[src/rtl/mul_arbiter.sv]
// Two-requester front end for a pipelined multiplier. It arbitrates with alternating
// priority and returns each in-order product to its issuer through a tag FIFO.
module mul_arbiter #(
    parameter int unsigned DW    = 32,
    parameter int unsigned DEPTH = 4
) (
    input  logic                    clk,
    input  logic                    reset,
    input  logic                    req0_val,
    output logic                    req0_rdy,
    input  logic [DW-1:0]           req0_a,
    input  logic [DW-1:0]           req0_b,
    input  logic                    req1_val,
    output logic                    req1_rdy,
    input  logic [DW-1:0]           req1_a,
    input  logic [DW-1:0]           req1_b,
    output logic [DW-1:0]           mul_a,
    output logic [DW-1:0]           mul_b,
    output logic                    mul_val,
    input  logic                    mul_rdy,
    input  logic                    mul_commit,
    input  logic [2*DW-1:0]         mul_p,
    output logic                    resp0_val,
    output logic                    resp1_val,
    output logic [2*DW-1:0]         resp_p,
    output logic [$clog2(DEPTH):0]  outstanding,
    output logic                    err_orphan
);

    localparam int unsigned AW   = $clog2(DEPTH);
    localparam logic [AW:0] FULL = (AW+1)'(DEPTH);

    typedef enum logic {
        REQ0 = 1'b0,
        REQ1 = 1'b1
    } req_id_e;

    req_id_e          prio_q, prio_d;
    req_id_e          tag_q [DEPTH];
    logic [AW-1:0]    wr_ptr_q, wr_ptr_d;
    logic [AW-1:0]    rd_ptr_q, rd_ptr_d;
    logic [AW:0]      cnt_q, cnt_d;
    logic             resp0_q, resp0_d;
    logic             resp1_q, resp1_d;
    logic [2*DW-1:0]  resp_p_q, resp_p_d;
    logic             err_q, err_d;

    logic             issue_en;
    logic             grant0;
    logic             grant1;
    logic             push;
    logic             pop;
    logic             orphan;
    req_id_e          push_id;

    // Grants are suppressed while reset is held so no operand leaks to the multiplier.
    always_comb begin
        issue_en = reset && mul_rdy && (cnt_q != FULL);
        grant0   = 1'b0;
        grant1   = 1'b0;
        if (issue_en) begin
            if (req0_val && req1_val) begin
                grant0 = (prio_q == REQ0);
                grant1 = (prio_q == REQ1);
            end else begin
                grant0 = req0_val;
                grant1 = req1_val;
            end
        end
    end

    assign push    = grant0 | grant1;
    assign push_id = grant1 ? REQ1 : REQ0;
    assign pop     = mul_commit && (cnt_q != '0);
    assign orphan  = mul_commit && (cnt_q == '0);

    always_ff @(posedge clk or negedge reset) begin
        if (!reset) begin
            prio_q   <= REQ0;
            wr_ptr_q <= '0;
            rd_ptr_q <= '0;
            cnt_q    <= '0;
            resp0_q  <= 1'b0;
            resp1_q  <= 1'b0;
            resp_p_q <= '0;
            err_q    <= 1'b0;
        end else begin
            prio_q   <= prio_d;
            wr_ptr_q <= wr_ptr_d;
            rd_ptr_q <= rd_ptr_d;
            cnt_q    <= cnt_d;
            resp0_q  <= resp0_d;
            resp1_q  <= resp1_d;
            resp_p_q <= resp_p_d;
            err_q    <= err_d;
        end
    end

    // Tag storage needs no reset; only entries between the pointers are ever read.
    always_ff @(posedge clk) begin
        if (push) begin
            tag_q[wr_ptr_q] <= push_id;
        end
    end

    always_comb begin
        prio_d   = prio_q;
        wr_ptr_d = wr_ptr_q;
        rd_ptr_d = rd_ptr_q;
        cnt_d    = cnt_q;
        resp0_d  = 1'b0;
        resp1_d  = 1'b0;
        resp_p_d = resp_p_q;
        err_d    = err_q | orphan;
        if (push) begin
            wr_ptr_d = wr_ptr_q + 1'b1;
            prio_d   = grant0 ? REQ1 : REQ0;
        end
        if (pop) begin
            rd_ptr_d = rd_ptr_q + 1'b1;
            resp_p_d = mul_p;
            resp0_d  = (tag_q[rd_ptr_q] == REQ0);
            resp1_d  = (tag_q[rd_ptr_q] == REQ1);
        end
        case ({push, pop})
            2'b10:   cnt_d = cnt_q + 1'b1;
            2'b01:   cnt_d = cnt_q - 1'b1;
            default: cnt_d = cnt_q;
        endcase
    end

    always_comb begin
        req0_rdy = grant0;
        req1_rdy = grant1;
        mul_val  = push;
        mul_a    = '0;
        mul_b    = '0;
        if (grant0) begin
            mul_a = req0_a;
            mul_b = req0_b;
        end else if (grant1) begin
            mul_a = req1_a;
            mul_b = req1_b;
        end
    end

    assign resp0_val   = resp0_q;
    assign resp1_val   = resp1_q;
    assign resp_p      = resp_p_q;
    assign outstanding = cnt_q;
    assign err_orphan  = err_q;

endmodule

[config.mk]
export PLATFORM = sky130hd
export DESIGN_NAME = mul_arbiter
export DESIGN_NICKNAME = d
export VERILOG_FILES = /design/src/rtl/mul_arbiter.sv
export SDC_FILE = /design/constraint.sdc
export NUM_CORES = 1
export LEC_CHECK = 0
export ABC_CLOCK_PERIOD_IN_PS = 2550
export BUFFER_PORTS_ARGS = -buffer_cell sky130_fd_sc_hd__buf_2
export CAP_MARGIN = 20
export CORE_UTILIZATION = 25
export DETAILED_ROUTE_END_ITERATION = 16
export GPL_ROUTABILITY_DRIVEN = 0
export SLEW_MARGIN = 20
export SYNTH_ARGS = -nofsm -noshare
export SYNTH_HDL_FRONTEND = slang
export SYNTH_SLANG_ARGS = --single-unit
[constraint.sdc]
create_clock -name clk -period 2.55 [get_ports clk]
set_input_delay 0.255 -clock clk [delete_from_list [all_inputs] [get_ports clk]]
set_output_delay 0.255 -clock clk [all_outputs]
set_load 0.02 [all_outputs]
==> summary by stage <==
Run status
The run finished with clean final reports.

Die
The floorplan core area is 15900 µm². The vertical extent of the die is 130 µm. The die span in x is 130 µm. Pin placement for this block handled 335 I/O pins. The effective utilization at floorplan is 0.256. The die covers 16800 µm². The count of standard-cell rows is 46.

Routing
The violation count after the first detailed-routing iteration is 170. The final routed DRC violation total is 0. The routed design has 14100 µm of wire. The first TritonRoute pass finished after 5 iterations. The remaining number of nets flagged by the antenna check after routing is 0. The via count normalized by instance count is 4.60. The routed length per instance is 15.8 µm. The total via count in the routed design is 4097.

STA
The worst hold margin is 0.144 ns. On the final layout, the worst clock skew is 0.00874 ns. Adding up every negative setup slack in the final design gives 0 ns. The count of endpoints failing setup in the final report is 0. For the finished layout, the period the worst path requires is 2.28 ns. At the pin with the least slew margin, the transition time is 0.784 ns. The max-slew violation total from the final report is 0. The final count of hold timing violations is 0.

The maximum frequency from static timing analysis is 438 MHz. Setup slack closes at 0.269 ns. The relative max-transition margin is 0.477. Setup repair after global routing left no endpoint under its margin.

The final period utilization is 0.894.

Yosys
During synthesis, Yosys emitted a total of 0 warnings. Ranked by total cell area, the synthesized netlist is headed by dfrtp_1 46%, mux2_2 16%, a32oi_1 14%. The net count after synthesis is 556. The post-synthesis instance total is 352. The library cell with the largest summed area after synthesis is dfrtp_1. A synthesized cell averages 11.6 µm².

The number of flops mapped to enable cells by yosys is 4. Synthesis instantiated 33 different standard cells from the library. The sequential element share of the synthesized area is 0.491. The synthesized design contains 79 register bits.

The share of Yosys cell area claimed by the top area cell type is 0.461. The most used flip-flop cell after synthesis is dfrtp_1. Summing every instance area after synthesis gives 4070 µm².

After synthesis, the share of flip-flops with an asynchronous set or reset is 0.949.

Power
The proportion of power drawn by combinational gates is 0.435. Of the total power, the clock network draws 0.226. Of the total power, the share spent switching nets is 0.382. The worst vdd rail ir drop is 0.301 mV. In this run the power density over the cells is 891 nW/µm². The power after layout is 5.59 mW. Of the total power, registers draw 0.339. The internal power of the cells totals 3.45 mW.

The static power due to leakage is 3.14 nW. The switching power of the nets is 2.14 mW.

GRT
The met3 routing resource usage after global routing is 0.0623. The number of global-route vias before repair came to 3775. The total global routing overflow is 0. The met1 track demand over resource is 0.177.

For met2 alone, demand over resource in global routing was 0.275. The busiest layer in global routing is met2. Entering global routing, the biggest net connects 69 pins. The initial antenna violation count is 4.

The global-route wire length before repair is 20200 µm. In the global route stage, overall resource usage came out at 0.159.

Worst setup path
The start of the worst register-to-register path is outstanding[0]$_DFFE_PN0P_. STA classifies the critical path endpoint as an output port. The critical path goes through dlygate4sd3_1, buf_4, buf_4, nand3_2, buf_12, nor2_1, buf_2. The setup slack on the worst flop-to-flop path is 0.44 ns. The required time of the critical path is 2.30 ns. The startpoint type of the worst setup path is an input port. STA puts the critical path data arrival time at 2.03 ns. The cell with the largest stage delay on the worst path is dlygate4sd3_1. Tracing the worst setup path back leads to its startpoint at reset. The delay of the slowest cell on the worst path is 0.53 ns.

The worst-case reg-to-reg path depth is 8. The critical path is of the input port to output port type. The maximum fanout along the worst path is 67. By instance count, the cell type seen most on the critical path is buf_4. The capture instance of the worst register-to-register path is outstanding[2]$_DFFE_PN0P_.

Clock network
Buffers added to address setup during post-CTS repair amount to 0. The number of buffers created by CTS is 9. The number of resized instances in the post-cts repair step is 0. The root buffer cell is clkbuf_16. The number of H-tree levels is 3. The clock passes through at most 2 buffers.

The TritonCTS sink count is 79. After clock tree synthesis, the clock-pin slew on the worst setup and hold paths is 0.06 ns. The TritonCTS clock tree is yes. The clock network latency to the later pin of the worst-skew pair is 0.33 ns.

Flow run
The max-capacitance violation count is 0.

Final layout
The finished layout holds 891 standard cells, fillers aside. The filler cells instantiated in the layout total 1636. At the end of the flow the core is filled with cells to 0.395. The post-synthesis to final-layout area growth is 54.1%. Once layout is done, the placed cells without fillers occupy 6270 µm². The ratio of cells with drive above 1 in the final layout is 0.633. The final net count is 873.

Place
At the placement stage, the worst setup path has a slack of 0.457 ns. After detailed placement, the design holds a cell count of 873. After detailed placement, the total cell area comes to 5960 µm². The count of buffers from port buffering is 334. Once detailed placement completed, the half-perimeter wirelength came to 11000 µm.

Min path
The path class of the lowest-slack min-delay path is input port to flip-flop. The worst hold path endpoint is err_orphan$_DFF_PN0_. The hold path startpoint is mul_commit. The number of stages on the worst hold path is 2.
cell families after synthesis:
logic type / after synthesis / synth area share
muxes: 67 / 0.192
adders and majority gates: 6 / 0.0203
AOI/OAI and AO/OA: 70 / 0.148
and+or+nand+nor: 82 / 0.0843
buffers and inverters: 42 / 0.0514
xor gates and xnor gates: 6 / 0.0129
DFF: 79 / 0.491
cell type report:
type,instances,area (µm²),area share
sequential,79,2000,0.318
multi-input combinational,231,1880,0.300
timing repair buffer,342,1800,0.287
tap,216,270,0.0431
clock buffer,9,225,0.0359
clock inverter,6,68.8,0.0110
inverter,6,22.5,0.00359
antenna,2,5.00,0.000798
how the worst max path moves through the flow:
stage	end	slack, ns	cells past startpoint
finish	req1_rdy	0.27	7
global placement	outstanding[2]$_DFFE_PN0P_	0.50	8
floorplan	outstanding[2]$_DFFE_PN0P_	0.44	10
global route	req1_rdy	0.16	7
detailed placement	outstanding[2]$_DFFE_PN0P_	0.46	8
CTS	req1_rdy	0.25	7
what timing repair did:
action                     CTS  global route
hold buffers                 1             0
setup endpoints to repair    0             0
hold endpoints to repair    13             0
registers in the layout (all words and copies together) (netlist names), 2 cells and up:
register and count:
rd_ptr_q 2, tag_q 4, resp_p 64, outstanding 3, wr_ptr_q 2
power groups by stage:
stage | Combinational (mW) | Sequential [mW] | Clock (mW)
finish | 2.43 | 1.90 | 1.26
global route | 2.65 | 1.96 | 1.37
CTS | 2.47 | 1.90 | 1.32
detailed placement | 2.47 | 1.93 | 0
global placement | 2.46 | 1.90 | 0
floorplan | 1.14 | 2.37 | 0
routing by layer:
metal / vias up / wire, µm
li1: 1953 / -
met3: 24 / 1440
met2: 223 / 6980
met1: 1895 / 5330
met5: - / 13
met4: 2 / 340
cells in the mapped netlist, types with 2 or more instances:
master,count
buf_4,4
xnor2_1,3
inv_1,5
edfxtp_1,4
buf_6,3
dfrtp_1,75
clkbuf_1,13
mux2_4,5
ha_1,5
mux2_2,59
buf_2,11
nand2b_1,2
nor2_1,66
o21ai_0,2
a32oi_1,64
buf_1,5
and2_1,5
xor2_1,3
nor2b_1,2
nand3_1,2
nand2_1,2
critical path, delay by kind of cell:
family	cells	cell delay, ns
simple gates	2	0.39
buf+inv	5	1.31
cell usage in the layout (no fill, tap or decap), types with 5 or more instances in the layout:
master     count
clkbuf_16      9
ha_1           5
mux2_2        59
and2_1         5
buf_2        333
a32oi_1       64
dfrtp_1       75
inv_1          5
mux2_4         5
nor2_1        66
buf_12         5
Power figures use the tool's default switching activity.
